<file path="config.mk">
export PLATFORM = sky130hd
export DESIGN_NAME = uart_rx_fifo
export DESIGN_NICKNAME = d
export VERILOG_FILES = /design/src/rtl/uart_rx_fifo.sv
export SDC_FILE = /design/constraint.sdc
export NUM_CORES = 1
export LEC_CHECK = 0
export BUFFER_PORTS_ARGS = -buffer_cell sky130_fd_sc_hd__buf_2
export CAP_MARGIN = 20
export CORE_ASPECT_RATIO = 0.75
export CORE_MARGIN = 2
export CORE_UTILIZATION = 55
export CTS_BUF_LIST = sky130_fd_sc_hd__clkbuf_2 sky130_fd_sc_hd__clkbuf_4 sky130_fd_sc_hd__clkbuf_8
export CTS_CLUSTER_SIZE = 25
export DETAILED_ROUTE_END_ITERATION = 8
export GPL_TIMING_DRIVEN = 1
export PLACE_DENSITY = 0.68
export SYNTH_ARGS = -nofsm -noshare
export SYNTH_HDL_FRONTEND = slang
export SYNTH_SLANG_ARGS = --single-unit
</file>
<file path="constraint.sdc">
create_clock -name clk_core -period 7.2 [get_ports clk_core]
set_input_delay 0.72 -clock clk_core [delete_from_list [all_inputs] [get_ports clk_core]]
set_output_delay 0.72 -clock clk_core [all_outputs]
set_load 0.02 [all_outputs]
</file>
<file path="src/rtl/uart_rx_fifo.sv">
// uart_rx_fifo: 8N1 UART receiver feeding a small circular FIFO.
//   clk_core  core clock
//   reset     asynchronous, active-high reset
//   rx        raw serial input (asynchronous, idle high)
//   rd_data   byte at FIFO head, valid while rd_valid=1
//   rd_valid  FIFO not empty
//   rd_pop    single-cycle strobe removing the head byte
//   overrun   sticky: byte completed while FIFO full (dropped)
//   frame_err sticky: stop bit sampled low (dropped)
//   err_clr   clears both sticky flags (a same-cycle set wins)
//   cts_n     1 = host must stop sending (registered from level)
//   level     current FIFO occupancy 0..2**FIFO_AW
module uart_rx_fifo #(
  parameter int unsigned CLKS_PER_BIT = 416,
  parameter int unsigned FIFO_AW      = 4,
  parameter int unsigned CTS_MARGIN   = 4
) (
  input  logic             clk_core,
  input  logic             reset,
  input  logic             rx,
  output logic [7:0]       rd_data,
  output logic             rd_valid,
  input  logic             rd_pop,
  output logic             overrun,
  output logic             frame_err,
  input  logic             err_clr,
  output logic             cts_n,
  output logic [FIFO_AW:0] level
);

  localparam int unsigned DEPTH = 2 ** FIFO_AW;
  localparam int unsigned CW    = $clog2(CLKS_PER_BIT);
  localparam logic [CW-1:0]      BIT_RELOAD  = CW'(CLKS_PER_BIT - 1);
  localparam logic [CW-1:0]      HALF_RELOAD = CW'(CLKS_PER_BIT / 2 - 1);
  localparam logic [FIFO_AW:0]   FULL_LVL    = (FIFO_AW + 1)'(DEPTH);
  localparam logic [FIFO_AW:0]   CTS_LVL     = (FIFO_AW + 1)'(DEPTH - CTS_MARGIN);

  typedef enum logic [2:0] {S_IDLE, S_START, S_DATA, S_STOP, S_BREAK} state_t;

  state_t       state;
  logic         rx_m, rx_s;
  logic [CW-1:0] cnt;
  logic         strobe;
  logic [2:0]   bit_idx;
  logic [7:0]   rx_byte;
  logic         push_q;

  // Two-flop synchroniser; idle-high reset value avoids a spurious start.
  always_ff @(posedge clk_core or posedge reset) begin
    if (reset) begin
      rx_m <= 1'b1;
      rx_s <= 1'b1;
    end else begin
      rx_m <= rx;
      rx_s <= rx_m;
    end
  end

  always_comb begin
    strobe = (cnt == '0);
  end

  // Receiver FSM. push_q is a one-cycle request; rx_byte stays stable
  // until the next DATA state, so the FIFO can write it on the next edge.
  always_ff @(posedge clk_core or posedge reset) begin
    if (reset) begin
      state     <= S_IDLE;
      cnt       <= '0;
      bit_idx   <= '0;
      rx_byte   <= '0;
      push_q    <= 1'b0;
      frame_err <= 1'b0;
    end else begin
      push_q <= 1'b0;
      if (err_clr) frame_err <= 1'b0;
      if (state == S_START || state == S_DATA || state == S_STOP)
        cnt <= strobe ? BIT_RELOAD : cnt - 1'b1;
      case (state)
        S_IDLE: begin
          if (!rx_s) begin
            cnt   <= HALF_RELOAD;
            state <= S_START;
          end
        end
        S_START: begin
          if (strobe) begin
            if (rx_s) begin
              state <= S_IDLE;
            end else begin
              state   <= S_DATA;
              bit_idx <= '0;
            end
          end
        end
        S_DATA: begin
          if (strobe) begin
            rx_byte[bit_idx] <= rx_s;
            bit_idx          <= bit_idx + 1'b1;
            if (bit_idx == 3'd7) state <= S_STOP;
          end
        end
        S_STOP: begin
          if (strobe) begin
            if (rx_s) begin
              push_q <= 1'b1;
              state  <= S_IDLE;
            end else begin
              frame_err <= 1'b1;
              state     <= S_BREAK;
            end
          end
        end
        S_BREAK: begin
          if (rx_s) state <= S_IDLE;
        end
        default: state <= S_IDLE;
      endcase
    end
  end

  logic [7:0]         mem [DEPTH];
  logic [FIFO_AW-1:0] wr_ptr, rd_ptr, rd_ptr_nx;
  logic [FIFO_AW:0]   level_nx;
  logic               do_pop, do_push;
  logic [7:0]         head_nx;

  always_comb begin
    do_pop    = rd_pop && (level != '0);
    do_push   = push_q && ((level != FULL_LVL) || do_pop);
    rd_ptr_nx = do_pop ? rd_ptr + 1'b1 : rd_ptr;
    level_nx  = level;
    if (do_push && !do_pop)      level_nx = level + 1'b1;
    else if (!do_push && do_pop) level_nx = level - 1'b1;
    // Bypass when the new head is the slot being written this cycle.
    head_nx = (do_push && (wr_ptr == rd_ptr_nx)) ? rx_byte : mem[rd_ptr_nx];
  end

  always_ff @(posedge clk_core or posedge reset) begin
    if (reset) begin
      for (int unsigned i = 0; i < DEPTH; i++) mem[i] <= '0;
      wr_ptr   <= '0;
      rd_ptr   <= '0;
      level    <= '0;
      rd_valid <= 1'b0;
      rd_data  <= '0;
      overrun  <= 1'b0;
      cts_n    <= 1'b1;
    end else begin
      if (do_push) begin
        mem[wr_ptr] <= rx_byte;
        wr_ptr      <= wr_ptr + 1'b1;
      end
      rd_ptr   <= rd_ptr_nx;
      level    <= level_nx;
      rd_valid <= (level_nx != '0);
      if (level_nx != '0) rd_data <= head_nx;
      cts_n <= (level >= CTS_LVL);
      if (push_q && !do_push) overrun <= 1'b1;
      else if (err_clr)       overrun <= 1'b0;
    end
  end

endmodule

</file>
==> results.cfg, run 1 <==
[clocking]
clk_transition_reported_paths_ns = 0.09
holdBufCountCts = 0
clock_latency_ns = 0.47
cts_buffer_depth = 2
cts_setup_buffers = 0
cts_buffers = 17
root_buffer = clkbuf_8
tritoncts = built
htree_levels = 4
cts_sinks = 179
cts_resized = 0

[timing]
finalClockSkew_ns = 0.0104
fin_crit_sh_pct = 53.9
rsz0062_at_grt = no
finalSetupViolCount = 0
fmax_mhz = 258
hold_viol = 0
drv_slew = 0
relSlewSlack_pct = 27.4
period_needed_ns = 3.88
fin_tns_setup_ns = 0
tightestPinTransition_ns = 1.09
hold_ws_ns = 0.341

[power]
netSwitchingFraction_pct = 39.5
p_per_area_nw_per_um2 = 293
peakVddDrop_uv = 176
seqPwrFrac_pct = 40.6
p_clk_share_pct = 25.8
comb_power_share_pct = 33.6
p_int_w = 0.00179
p_leak_nw = 4.55
switchingPower_w = 0.00117

[placement]
io_buffer_count = 21
place_inst = 1032
routabilityCongestion = 0.973
place_hpwl_um = 16100

[finish]
drive_gt1_share_pct = 25.7
area_growth_pct = 6.39
final_cell_mix = dfrtp_1, mux2_2, nand2_1
final_cells = 1066
antenna_cells = 0
nets = 854
final_common_cell = dfrtp_1

[setup_path]
crit_top_cell = a31oi_1
rr_worst_depth = 8
cp_slowest_stage_delay_ns = 1.07
endpoint_kind = flop
crit_buf_inv = 1
cp_cell_sequence = ha_2, buf_4, mux4_2, and3_1, a2111oi_0, a31oi_1, nand3_1, a31oi_1
cp_top_family = flip-flops
cp_slowest_cell = dfrtp_2
path_max_fanout = 34
r2r_setup_slack_ns = 3.32
timing.rr.start = rd_ptr[1]
arrival_ns = 4.21
critPathKind = flop to flop
startpoint_type = flop
cp.required_ns = 7.53
timing.rr.end = rd_data[0]

[global_routing]
grt_pass1_wl_um = 38400
track_usage_pct = 27.2
grt_pass1_vias = 6675
met2_usage_pct = 37.9
top_usage_layer = met1
grt_use_met1_pct = 41.5
antenna_found_initial = 0
met3_usage_pct = 7.62
grt_remaining_overflow = 0
grt_max_degree = 108

[routing]
first_pass_iters = 6
drc = 0
drt_iter0_drc = 700
wirelength_um = 24200
drtAntennaViolNets = 0
vias = 7056
vias_per_cell = 6.62
wire_per_inst_um = 22.7

[logic_synthesis]
yosysUniqueCellTypes = 78
synth-seq-area-share_pct = 47.3
syn_area_per_cell_um2 = 11.2
synthArstFlopShare_pct = 100
ys_warn_count = 0
syn_nets = 865
syn_area_um2 = 9480
synthFlopType = dfrtp_1
synthCells = 849
synth_seq_cells = 179
synth-edff-count = 0

[floorplanning]
core_region_area_um2 = 16800
die-area_um2 = 18300
pin_count = 22
die_w_um = 156
die_h_um = 118
rows = 41
start_util_pct = 56.3

[worst_hold_path]
hold_end = rx_m
hold_path_depth = 1
hold_start = rx
worst_hold_path_type = input pin to flop

[status]
status = complete, no violations

[run]
max_cap_violations = 0
==> cells in the mapped netlist, types with 8 or more instances <==
master    instances  area [um^2]
nand2_1          91          342
xnor2_1          11         96.3
a31oi_1          14         87.6
mux4_2           11          248
dfrtp_1         176         4400
nor3_1            8         40.0
nand3_1          42          210
nor2_1           25         93.8
a22oi_1           9         67.6
a211oi_1          8         60.1
o211ai_1         21          158
ha_1             11          138
inv_1            19         71.3
a21oi_1          10         50.1
a32oi_1           8         70.1
buf_2            15         75.1
mux2_2          124         1400
o21ai_0          44          220
nand4_1           9         56.3
mux2i_1          45          450
clkbuf_1         30          113
==> cell type report <==
type,instances,area [um^2]
flip-flops and latches,179,4490
repair buffers,27,160
fillers,1381,6740
multi-input cells,592,4640
clock buffers,20,275
well taps,215,269
inverters,21,83.8
clock inverters,12,166
==> metal layers <==
metal / share of wire, % / routed length [um] / vias up
met2: 43 / 10300 / 326
met4: 2.0 / 479 / 0
met3: 9.2 / 2220 / 36
li1: - / - / 3126
met1: 46 / 11200 / 3568
met5: 0 / 0 / -
==> power by group through the flow <==
stage               sequential [W]  combinational, W  clock [W]
CTS                        0.00120          0.000967   0.000771
floorplan                  0.00116          0.000770          0
global placement           0.00121          0.000942          0
finish                     0.00120          0.000992   0.000761
global route               0.00121           0.00106   0.000813
detailed placement         0.00122          0.000962          0
==> cells by family (layout without fill, tap and decap cells) <==
kind of cell    after synthesis  in the layout  share of synthesized area (%)
compound gates              162            162                           11.9
xor+xnor                     18             18                           1.74
fa+ha+maj                    11             11                           1.45
buf+inv                      78             80                           3.80
flops                       179            179                           47.3
mux                         180            180                           22.1
simple gates                221            221                           11.7
==> how the worst max path moves through the flow <==
| stage | startpoint | to | slack, ns | cells after the start |
|---|---|---|---|---|
| CTS | rd_ptr[1] | rd_data[0] | 3.35 | 8 |
| finish | rd_ptr[1] | rd_data[0] | 3.32 | 8 |
| global placement | rd_ptr[1] | rd_data[0] | 3.43 | 8 |
| global route | rd_ptr[1] | rd_data[0] | 3.07 | 8 |
| detailed placement | rd_ptr[1] | rd_data[0] | 3.36 | 8 |
| floorplan | reset | bit_idx[0] | 1.63 | 1 |
==> per-stage QoR <==
stage,setup WS (ns),total power (W),util [%],area (um^2)
6_report,3.32,0.00295,59.9,10100
4_1_cts,3.35,0.00293,59.8,10100
3_3_place_gp,3.43,0.00215,57.1,9610
5_1_grt,3.07,0.00308,59.9,10100
2_1_floorplan,1.63,0.00193,-,9480
3_5_place_dp,3.36,0.00218,57.2,9620
==> state kept, by name (all words and copies together), names as in the netlist <==
register   cells
mem          128
cnt            9
rd_data        8
rx_byte        8
level          5
rd_ptr         4
wr_ptr         4
bit_idx        3
state          3
cts_n          1
frame_err      1
overrun        1
push_q         1
rd_valid       1
rx_m           1
rx_s           1
No activity file was read; power rests on OpenSTA's default activity.
==> run 2, diff against run 1 <==
- PLACE_DENSITY: 0.68 -> 0.71
- clock period: 7.2 -> 3.26 ns (I/O delays scaled with it)
==> run 2 against run 1 <==
Compared with the run above: clock power increased by 130%; die area unchanged; non-clock buffer count increased by 16; core utilization increased by 0.94 points; wire length decreased by 0.28%; combinational power increased by 140%; critical path depth increased by 1; power increased by 130%; register-to-register slack got worse by 3.1 ns; first-iteration DRC count increased by 30%; sequential cell count unchanged; sequential power increased by 110%.
==> results.cfg, run 2 (same netlist as run 1, synthesis figures left out) <==
[timing]
relSlewSlack_pct = 45.2
fmax_mhz = 333
finalClockSkew_ns = 0.0139
tightestPinTransition_ns = 0.822
period_needed_ns = 3.00
drv_slew = 0
finalSetupViolCount = 0
rsz0062_at_grt = no
fin_crit_sh_pct = 92.1
timing.final.ws_setup_ns = 0.259
fin_tns_setup_ns = 0
hold_viol = 0
hold_ws_ns = 0.116

[clocking]
tritoncts = built
cts_buffers = 17
clock_latency_ns = 0.48
htree_levels = 4
cts_sinks = 179
clk_transition_reported_paths_ns = 0.10
root_buffer = clkbuf_8
cts_buffer_depth = 2

[routing]
vias_per_cell = 6.57
vias = 7106
first_pass_iters = 7
drc = 0
wirelength_um = 24100
wire_per_inst_um = 22.3
drt_iter0_drc = 907
drtAntennaViolNets = 0

[finish]
antenna_cells = 0
final_cell_mix = dfrtp_1, mux2_2, nand2_1
fill_cells = 1347
final_util_pct = 60.9
multi_input_area_um2 = 4650
area_growth_pct = 8.05
drive_gt1_share_pct = 27.0
regArea_um2 = 4490
final_common_cell = dfrtp_1
top_register = mem
top_regs = mem (128), cnt (9)
nets = 870
largest_register_ffs = 128

[floorplanning]
core_region_area_um2 = 16800
die_w_um = 156
die_h_um = 118
pin_count = 22
die-area_um2 = 18300
start_util_pct = 56.3
rows = 41

[placement]
io_buffer_count = 21
pre_cts_ws_ns = 0.189
place_hpwl_um = 16800
routabilityCongestion = 0.946

[setup_path]
arrival_ns = 3.37
critPathKind = flop to flop
endpoint_kind = flop
cp.required_ns = 3.63
path_max_fanout = 31
startpoint_type = flop

[power]
power.total_w = 0.00672
p_leak_nw = 4.64
p_per_area_nw_per_um2 = 656
peakVddDrop_uv = 392

[worst_hold_path]
worst_hold_path_type = input pin to flop

[global_routing]
track_usage_pct = 27.5
grt_pass1_vias = 7019
grt_max_degree = 71
grt_remaining_overflow = 0
antenna_found_initial = 0
grt_pass1_wl_um = 38800

[status]
status = complete, no violations

[run]
max_cap_violations = 0
[run 2: changes by cell type in the layout (fill, tap and decap cells not counted)]
| cell | before | now |
|---|---|---|
| clkinv_4 | 3 | 1 |
| dlygate4sd3_1 | 0 | 2 |
| clkinvlp_4 | 2 | 4 |
| clkinv_2 | 0 | 1 |
| clkdlybuf4s18_2 | 1 | 0 |
| or4b_1 | 1 | 0 |
| buf_8 | 1 | 0 |
| or4b_4 | 0 | 1 |
| bufinv_16 | 3 | 4 |
| inv_6 | 5 | 2 |
| clkbuf_4 | 0 | 1 |
| buf_4 | 4 | 18 |
| buf_12 | 0 | 2 |
[run 2: cell type report]
cell class | instances | area share [%]
Multi-Input combinational cell | 592 | 45.4
Timing Repair Buffer | 43 | 2.93
Sequential cell | 179 | 43.8
Tap cell | 215 | 2.63
Inverter | 21 | 0.806
Clock inverter | 11 | 1.70
Clock buffer | 21 | 2.76
[run 2: worst paths after layout]
| path | start | to | slack [ns] | cells after the start |
|---|---|---|---|---|
| max reg2reg | level[1] | rd_data[7] | 0.26 | 9 |
| max in group asynchronous | reset | rx_m | 2.07 | 4 |
| min in group asynchronous | reset | cnt[4] | 0.43 | 3 |
| max | level[1] | rd_data[7] | 0.26 | 9 |
| min | err_clr | overrun | 0.12 | 2 |
| min reg2reg | rx_m | rx_s | 0.36 | 0 |
[run 2: critical path, stage by stage (launching register included)]
cell and delay, ns:
dfrtp_1 0.47, inv_1 0.14, ha_1 0.25, or4b_4 0.58
nand2_8 0.23, xnor2_1 0.17, o2111ai_1 0.19, or2_0 0.42
o21a_1 0.25, a22o_1 0.19
[run 2: report_power, final]
part / internal, W / leakage (nW) / switching, W
logic: 0.000838 / 2.00 / 0.00159
clock network: 0.000909 / 0.222 / 0.000824
registers: 0.00235 / 2.42 / 0.000214
total: 0.00409 / 4.64 / 0.00263
[run 2: timing repair]
| item | CTS | global route |
|---|---|---|
| setup buffers | 0 | 0 |
| endpoints found under the hold margin | 17 | 0 |
| resized for setup | 0 | 1 |
| setup endpoints to repair | 0 | 1 |
| hold buffers | 2 | 0 |
[run 2: metal layers]
layer / up-vias / global-route usage (%) / part of all wire (%)
li1: 3152 / - / -
met1: 3566 / 41.1 / 46
met2: 336 / 38.7 / 43
met3: 52 / 8.06 / 9.0
met4: 0 / 8.83 / 2.4
met5: - / 0 / 0
[run 2: metrics by stage]
stage               cells  instance area [um^2]
finish               1082                 10200
global route         1082                 10200
CTS                  1082                 10200
detailed placement   1048                  9760
global placement     1048                  9760
floorplan             849                  9480
==> run 3, diff against run 2 <==
- CORE_ASPECT_RATIO: 0.75 -> 1.25
- GPL_TIMING_DRIVEN: 1 -> 0
==> run 3 against run 2 <==
Compared with the run above: worst setup slack got worse by 0.10 ns; sequential cell count is the same; clock power down 12%; non-clock buffer count grew 44; sequential power fell by 5%; combinational power is 16% higher; critical path type unchanged; worst hold slack got worse by 0.031 ns; first-iteration DRC count fell by 27%; largest power group is now combinational cells; clock-buffer cell count down 3; sequential share of layout area is 0.77 points lower; core utilization grew 0.98 points.
==> results.cfg, run 3 (same netlist as run 1, synthesis figures left out) <==
[floorplanning]
pin_count = 22
start_util_pct = 56.3
die_h_um = 151
rows = 53
die-area_um2 = 18300
core_region_area_um2 = 16800
die_w_um = 121

[run]
max_cap_violations = 0

[timing]
drv_slew = 0
fin_tns_setup_ns = 0
fmax_mhz = 322
hold_viol = 0
fin_crit_sh_pct = 95.3
period_needed_ns = 3.11
rsz0062_at_grt = yes
timing.final.ws_setup_ns = 0.155
finalSetupViolCount = 0
relSlewSlack_pct = 33.8
finalClockSkew_ns = 0.0142
hold_ws_ns = 0.0842
tightestPinTransition_ns = 0.990

[placement]
place_hpwl_um = 17500
routabilityCongestion = 0.905
pre_cts_ws_ns = -0.0752
io_buffer_count = 20

[routing]
drt_iter0_drc = 663
first_pass_iters = 6
vias_per_cell = 6.42
vias = 7258
drc = 0
wirelength_um = 25200
wire_per_inst_um = 22.3
drtAntennaViolNets = 0

[finish]
area_growth_pct = 9.91
final_util_pct = 61.8
final_cell_mix = dfrtp_1, mux2_2, nand2_1
final_common_cell = dfrtp_1
nets = 914
antenna_cells = 0
largest_register_ffs = 128
regArea_um2 = 4480
top_register = mem
top_regs = mem (128), cnt (9)
multi_input_area_um2 = 4670
fill_cells = 1443
drive_gt1_share_pct = 26.8

[clocking]
tritoncts = built
htree_levels = 4
cts_buffers = 17
cts_sinks = 179
clk_transition_reported_paths_ns = 0.10
clock_latency_ns = 0.49
root_buffer = clkbuf_8
cts_buffer_depth = 2

[setup_path]
rr_worst_depth = 11
path_max_fanout = 10
timing.rr.start = level[1]
cp_cell_sequence = inv_1, ha_1, nor4b_2, buf_4, nor2_1, xnor2_2, inv_1, nor2_2, nand4_1, nand3_1, o221ai_2
cp_top_family = simple AND/OR/NAND/NOR gates
cp_slowest_stage_delay_ns = 0.48
crit_buf_inv = 3
arrival_ns = 3.47
cp_slowest_cell = dfrtp_1
timing.rr.end = rd_data[1]
crit_top_cell = inv_1
critPathKind = flop to flop
r2r_setup_slack_ns = 0.15
startpoint_type = flop
endpoint_kind = flop
cp.required_ns = 3.62

[global_routing]
grt_remaining_overflow = 0
grt_pass1_vias = 7176
grt_pass1_wl_um = 39700
antenna_found_initial = 0
track_usage_pct = 29.0
grt_max_degree = 42

[worst_hold_path]
hold_start = err_clr
hold_end = frame_err
hold_path_depth = 2
worst_hold_path_type = input pin to flop

[power]
p_per_area_nw_per_um2 = 651
peakVddDrop_uv = 338
p_leak_nw = 4.71

[status]
status = complete, no violations
==> run 3: changes by cell type in the layout (fill, tap and decap cells not counted), moves of 4 or more <==
cell      before  now
buf_6          0    6
clkbuf_1       0   29
buf_4         18    4
buf_2         21   35
buf_1          0    4
inv_6          2    7
==> run 3: worst max path at each step <==
stage	startpoint	to	slack, ns	cells after the start
after floorplan	level[1]	rd_data[7]	0.56	10
after global placement	reset	mem[16]	-0.49	2
after detailed placement	level[1]	rd_data[0]	-0.08	11
after CTS	level[1]	rd_data[1]	0.009	11
after global routing	level[1]	rd_data[1]	-0.05	11
final	level[1]	rd_data[1]	0.15	11
==> run 3: report_power, final <==
group / switching [W] / leakage (nW) / internal (W) / total [W]
sequential: 0.0000944 / 2.42 / 0.00234 / 0.00244
combinational: 0.00193 / 2.10 / 0.000885 / 0.00282
clock: 0.000883 / 0.190 / 0.000645 / 0.00153
total: 0.00291 / 4.71 / 0.00387 / 0.00678
==> run 3: final cells by class <==
| class | instances | area share (%) |
|---|---|---|
| inverters | 21 | 0.793 |
| plain buffers | 57 | 2.73 |
| well taps | 220 | 2.64 |
| repair buffers | 30 | 2.25 |
| flip-flops and latches | 179 | 43.0 |
| multi-input cells | 592 | 44.8 |
| clock inverters | 14 | 1.33 |
| clock buffers | 18 | 2.38 |
==> run 3: metal layers <==
| metal | part of all wire, % | wire length, um | track usage [%] | vias to the layer above |
|---|---|---|---|---|
| met1 | 40 | 10100 | 36.9 | 3605 |
| met4 | 4.8 | 1200 | 13.3 | 0 |
| li1 | - | - | - | 3243 |
| met5 | 0 | 0 | 0 | - |
| met3 | 5.9 | 1480 | 4.02 | 96 |
| met2 | 49 | 12400 | 49.3 | 314 |
==> run 3: worst reg2reg max path: stages (launching register included) <==
cell and delay [ns]:
dfrtp_1 0.48, inv_1 0.13, ha_1 0.26, nor4b_2 0.31, buf_4 0.25, nor2_1 0.11
xnor2_2 0.40, inv_1 0.18, nor2_2 0.33, nand4_1 0.27, nand3_1 0.18, o221ai_2 0.10
==> run 3: through the flow <==
step	power, W	instances	area, um^2
2_1_floorplan	0.00427	849	9480
3_3_place_gp	0.00513	1089	9860
3_5_place_dp	0.00518	1094	9950
4_1_cts	0.00669	1128	10400
5_1_grt	0.00705	1131	10400
6_report	0.00678	1131	10400
==> run 3: repair_timing <==
action / 4_1_cts / 5_1_grt
buffers inserted: 0 / 3
pin swaps: 0 / 3
hold endpoints to repair: 24 / 0
hold buffers: 2 / 0
endpoints found under the setup margin: 1 / 78
resized for setup: 1 / 8
